### config.mk
export PLATFORM = sky130hd
export DESIGN_NAME = pwm_capture
export DESIGN_NICKNAME = d
export VERILOG_FILES = /design/src/rtl/pwm_capture.sv
export SDC_FILE = /design/constraint.sdc
export NUM_CORES = 1
export LEC_CHECK = 0
export ABC_AREA = 1
export CORE_UTILIZATION = 51
export DETAILED_ROUTE_END_ITERATION = 8
export PLACE_DENSITY = 0.82
export SLEW_MARGIN = 20
export SYNTH_ARGS = -nofsm -noshare
export SYNTH_HDL_FRONTEND = slang
export SYNTH_SLANG_ARGS = --single-unit
### constraint.sdc
create_clock -name clk -period 1.35 [get_ports clk]
set_input_delay 0.135 -clock clk [delete_from_list [all_inputs] [get_ports clk]]
set_output_delay 0.135 -clock clk [all_outputs]
set_load 0.03 [all_outputs]
### src/rtl/pwm_capture.sv
// pwm_capture: measures PWM duty over a nominal 2^RESOLUTION_BITS tick period.
// Flags wrong-period windows and stuck lines; one rdy pulse per report.
module pwm_capture #(
    parameter int RESOLUTION_BITS = 8
) (
    input  logic                       clk,
    input  logic                       rst,
    input  logic                       ena,
    input  logic                       pwm_in,
    output logic [RESOLUTION_BITS-1:0] duty_out,
    output logic                       rdy,
    output logic                       period_err,
    output logic                       stuck
);

    localparam int CW = RESOLUTION_BITS + 2;
    localparam logic [CW-1:0] PER_N  = {2'b01, {RESOLUTION_BITS{1'b0}}};
    localparam logic [CW-1:0] PER_2N = {2'b10, {RESOLUTION_BITS{1'b0}}};
    localparam logic [CW-1:0] ONE    = {{(CW-1){1'b0}}, 1'b1};

    typedef enum logic {
        WAIT_EDGE,
        MEASURE
    } state_e;

    logic                       s1_q, s2_q;
    logic                       prev_q, prev_d;
    state_e                     state_q, state_d;
    logic [CW-1:0]              per_q, per_d;
    logic [CW-1:0]              high_q, high_d;
    logic [RESOLUTION_BITS-1:0] duty_q, duty_d;
    logic                       rdy_q, rdy_d;
    logic                       perr_q, perr_d;
    logic                       stuck_q, stuck_d;
    logic                       rise;

    assign rise = ena & ~prev_q & s2_q;

    // Two-flop synchronizer, free-running regardless of ena.
    always_ff @(posedge clk) begin
        if (rst) begin
            s1_q <= 1'b0;
            s2_q <= 1'b0;
        end else begin
            s1_q <= pwm_in;
            s2_q <= s1_q;
        end
    end

    // Next-state: window counting, edge reports and timeout on ena ticks.
    always_comb begin
        prev_d  = prev_q;
        state_d = state_q;
        per_d   = per_q;
        high_d  = high_q;
        duty_d  = duty_q;
        rdy_d   = 1'b0;
        perr_d  = perr_q;
        stuck_d = stuck_q;
        if (ena) begin
            prev_d = s2_q;
            per_d  = per_q + ONE;
            high_d = high_q + {{(CW-1){1'b0}}, s2_q};
            if (rise) begin
                // The edge sample opens the next window.
                state_d = MEASURE;
                per_d   = ONE;
                high_d  = ONE;
                if (state_q == MEASURE) begin
                    rdy_d   = 1'b1;
                    stuck_d = 1'b0;
                    if (per_q == PER_N) begin
                        duty_d = high_q[RESOLUTION_BITS-1:0];
                        perr_d = 1'b0;
                    end else begin
                        perr_d = 1'b1;
                    end
                end
            end else if (per_q == PER_2N) begin
                // No edge for two periods: report the constant level.
                state_d = WAIT_EDGE;
                per_d   = '0;
                high_d  = '0;
                rdy_d   = 1'b1;
                stuck_d = 1'b1;
                perr_d  = 1'b0;
                duty_d  = {RESOLUTION_BITS{s2_q}};
            end
        end
    end

    // State, counter and output registers.
    always_ff @(posedge clk) begin
        if (rst) begin
            prev_q  <= 1'b0;
            state_q <= WAIT_EDGE;
            per_q   <= '0;
            high_q  <= '0;
            duty_q  <= '0;
            rdy_q   <= 1'b0;
            perr_q  <= 1'b0;
            stuck_q <= 1'b0;
        end else begin
            prev_q  <= prev_d;
            state_q <= state_d;
            per_q   <= per_d;
            high_q  <= high_d;
            duty_q  <= duty_d;
            rdy_q   <= rdy_d;
            perr_q  <= perr_d;
            stuck_q <= stuck_d;
        end
    end

    assign duty_out   = duty_q;
    assign rdy        = rdy_q;
    assign period_err = perr_q;
    assign stuck      = stuck_q;

endmodule

==> results.toml <==
[status]
status = "finished, violations left"
violations = "setup timing"

[flow_run]
max-cap-violations = 0

[cells_and_area]
fin_area_um2 = 2370
drive_above_1_share_pct = 34.2
finalNonFillerCells = 328
final_common_cell = "nand2_1"
area_growth_pct = 42.7
mostFrequentLayoutCells = "nand2_1, inv_1, buf_4"
fillers = 183
fin_util_pct = 77.1
nets = 291
antenna_cells = 0

[global_route]
grt_pass1_wl_um = 6440
antenna_found_initial = 0
grt_usage_pct = 24.9
grt_overflow = 0
grt_max_degree = 13
grt_pass1_vias = 1495

[sta]
hold_ws_ns = 0.297
fin_ws_ns = -0.150
worstMarginPinSlew_ns = 0.316
rsz0062_at_grt = "true"
slew_headroom_pct = 79.0
finalSetupViolations = 30
finalMaxSlewViolations = 0
final-hold-violation-count = 0
fin_crit_sh_pct = 111
setup_tns_ns = -2.01
period_needed_ns = 1.50
fmax_ghz = 0.667
fin_skew_ns = 0.0108

[routing]
routed_via_density = 5.15
wl_um = 4480
antenna_left = 0
drc_errors = 0
detail_route.wl_per_cell_um = 13.7
drt_first_pass_iters = 4
first_iter_violations = 102
vias = 1690

[logic_synthesis]
ys.flop_type = "dfxtp_1"
synth_fp_nets = 238
syn_area_um2 = 1660
ys_ff_latch = 33
synth.avg_cell_area_um2 = 7.23
ys_types = 26
synth_edf_count = 0
yosysWarnings = 0
synth_seq_area_share_pct = 39.7
syn-instance-count = 230
synthArstFlopShare_pct = 0

[worst_setup_path]
startpoint = "per_q[0]$_SDFFE_PP0P_"
crit_path_top_delay_cell = "dfxtp_2"
slowest_delay_ns = 0.36
crit_end = "stuck$_SDFFE_PP0P_"
critical_path_class = "flop to flop"
reg2regPathDepth = 11
start_kind = "flop"
path_max_fanout = 5
ff2ff_setup_slack_ns = -0.15
r2r-start = "per_q[0]$_SDFFE_PP0P_"
critPathArrivalTime_ns = 1.75
path_common_cell = "nand2_4"
r2r_end = "stuck$_SDFFE_PP0P_"
critPathCaptureType = "flop"
required_ns = 1.60
crit_chain = "inv_2 > ha_4 > nand2_4 > nor2_4 > nand3_2 > nand2_4 > buf_4 > buf_6 > nand2_4 > nand2_2 > a21oi_2"

[clock_network]
cts.reportedPaths.clkPinSlew_ns = 0.11
clk-insertion-delay-late_ns = 0.35
cts.sinks = 33
clock_path_buffers = 2
cts-root-buf = "clkbuf_4"
cts_max_level = 2
postCtsHoldBufs = 0
cts_tree = "yes"
numCtsBuffers = 5

[pwr]
vdd.ir_drop.worst_mv = 0.685
finalPower_mw = 1.90
p_leak_nw = 1.02
p_per_area_nw_per_um2 = 802

[placement]
dpl_cell_area_um2 = 1990
place_congestion = 0.872
place_inst = 303
io_buffers = 14
pre_cts_ws_ns = -0.246
dpl.hpwl_um = 2400

[floorplanning]
row_count = 20
fp.dieH_um = 59.1
coreArea_um2 = 3080
die_w_um = 59.1
die-area_um2 = 3490
io_pins = 15
initial_core_util_pct = 54.0

[worst_hold_path]
hold_class = "primary input to flop"
min-delay-start = "pwm_in"
==> flip-flops by register name (all words and copies together), names as in the netlist <==
name,count
duty_out,8
stuck,1
state_q,1
rdy,1
period_err,1
prev_q,1
high_q,8
s1_q,1
per_q,10
s2_q,1
==> power breakdown <==
part           internal [mW]  leakage [nW]  switching, mW  total (mW)
clock network          0.302        0.0413          0.369       0.670
registers              0.984         0.269         0.0130       0.997
logic                  0.111         0.710          0.124       0.235
total                   1.40          1.02          0.506        1.90
==> cells in the mapped netlist (2+ instances only) <==
library cell	number	area (um^2)
a21oi_1	13	65.1
buf_2	3	15.0
buf_4	2	15.0
clkbuf_1	2	7.51
dfxtp_1	33	661
ha_1	4	50.1
inv_1	36	135
nand2_1	42	158
nand2_2	3	18.8
nand2_4	2	22.5
nand3_1	6	30.0
nand4_1	14	87.6
nor2_1	29	109
nor2_2	9	56.3
nor3_1	7	35.0
o21ai_0	10	50.1
xor2_1	6	52.6
==> layer usage <==
layer  track usage (%)  wire (um)  up-vias
li1                  -          -      836
met1              29.8       1880      779
met3              6.11        269       14
met2              41.2       2210       61
met4              12.9        117        0
met5                 0          0        -
==> worst max-delay path, delay by kind of cell (launching register included) <==
family	cells	cell delay [ns]
and+or+nand+nor	6	0.54
DFF	1	0.36
buffers and inverters	3	0.32
adders and majority gates	1	0.15
AOI/OAI and AO/OA	1	0.04
==> final cells by class <==
type | count | area, um^2 | share of cell area, %
sequential | 33 | 673 | 28.4
timing repair buffer | 52 | 469 | 19.8
clock inverter | 1 | 5.00 | 0.211
clock buffer | 7 | 65.1 | 2.74
tap | 44 | 55.1 | 2.32
multi-input combinational | 154 | 963 | 40.6
inverter | 37 | 141 | 5.96
==> cell families after synthesis <==
group,Yosys count,share of synthesized area [%]
simple gates,116,34.3
buf+inv,45,11.4
flops,33,39.7
compound gates,26,8.35
xor+xnor,6,3.16
fa+ha+maj,4,3.01
==> worst min-delay path by stage <==
stage / endpoint / slack [ns] / depth (start not counted)
after CTS: s1_q$_SDFF_PP0_ / 0.29 / 3
after floorplan: s1_q$_SDFF_PP0_ / 0.24 / 2
final: s1_q$_SDFF_PP0_ / 0.30 / 3
after global routing: s1_q$_SDFF_PP0_ / 0.30 / 3
after detailed placement: s2_q$_SDFF_PP0_ / 0.40 / 2
after global placement: s2_q$_SDFF_PP0_ / 0.39 / 2
==> repair_timing <==
| item | CTS | global route |
|---|---|---|
| cloned | 1 | 2 |
| endpoints found under the setup margin | 36 | 26 |
| setup buffers | 7 | 7 |
| resized for setup | 37 | 22 |
| pin swaps | 13 | 17 |
(Power assumes the default switching activity.)
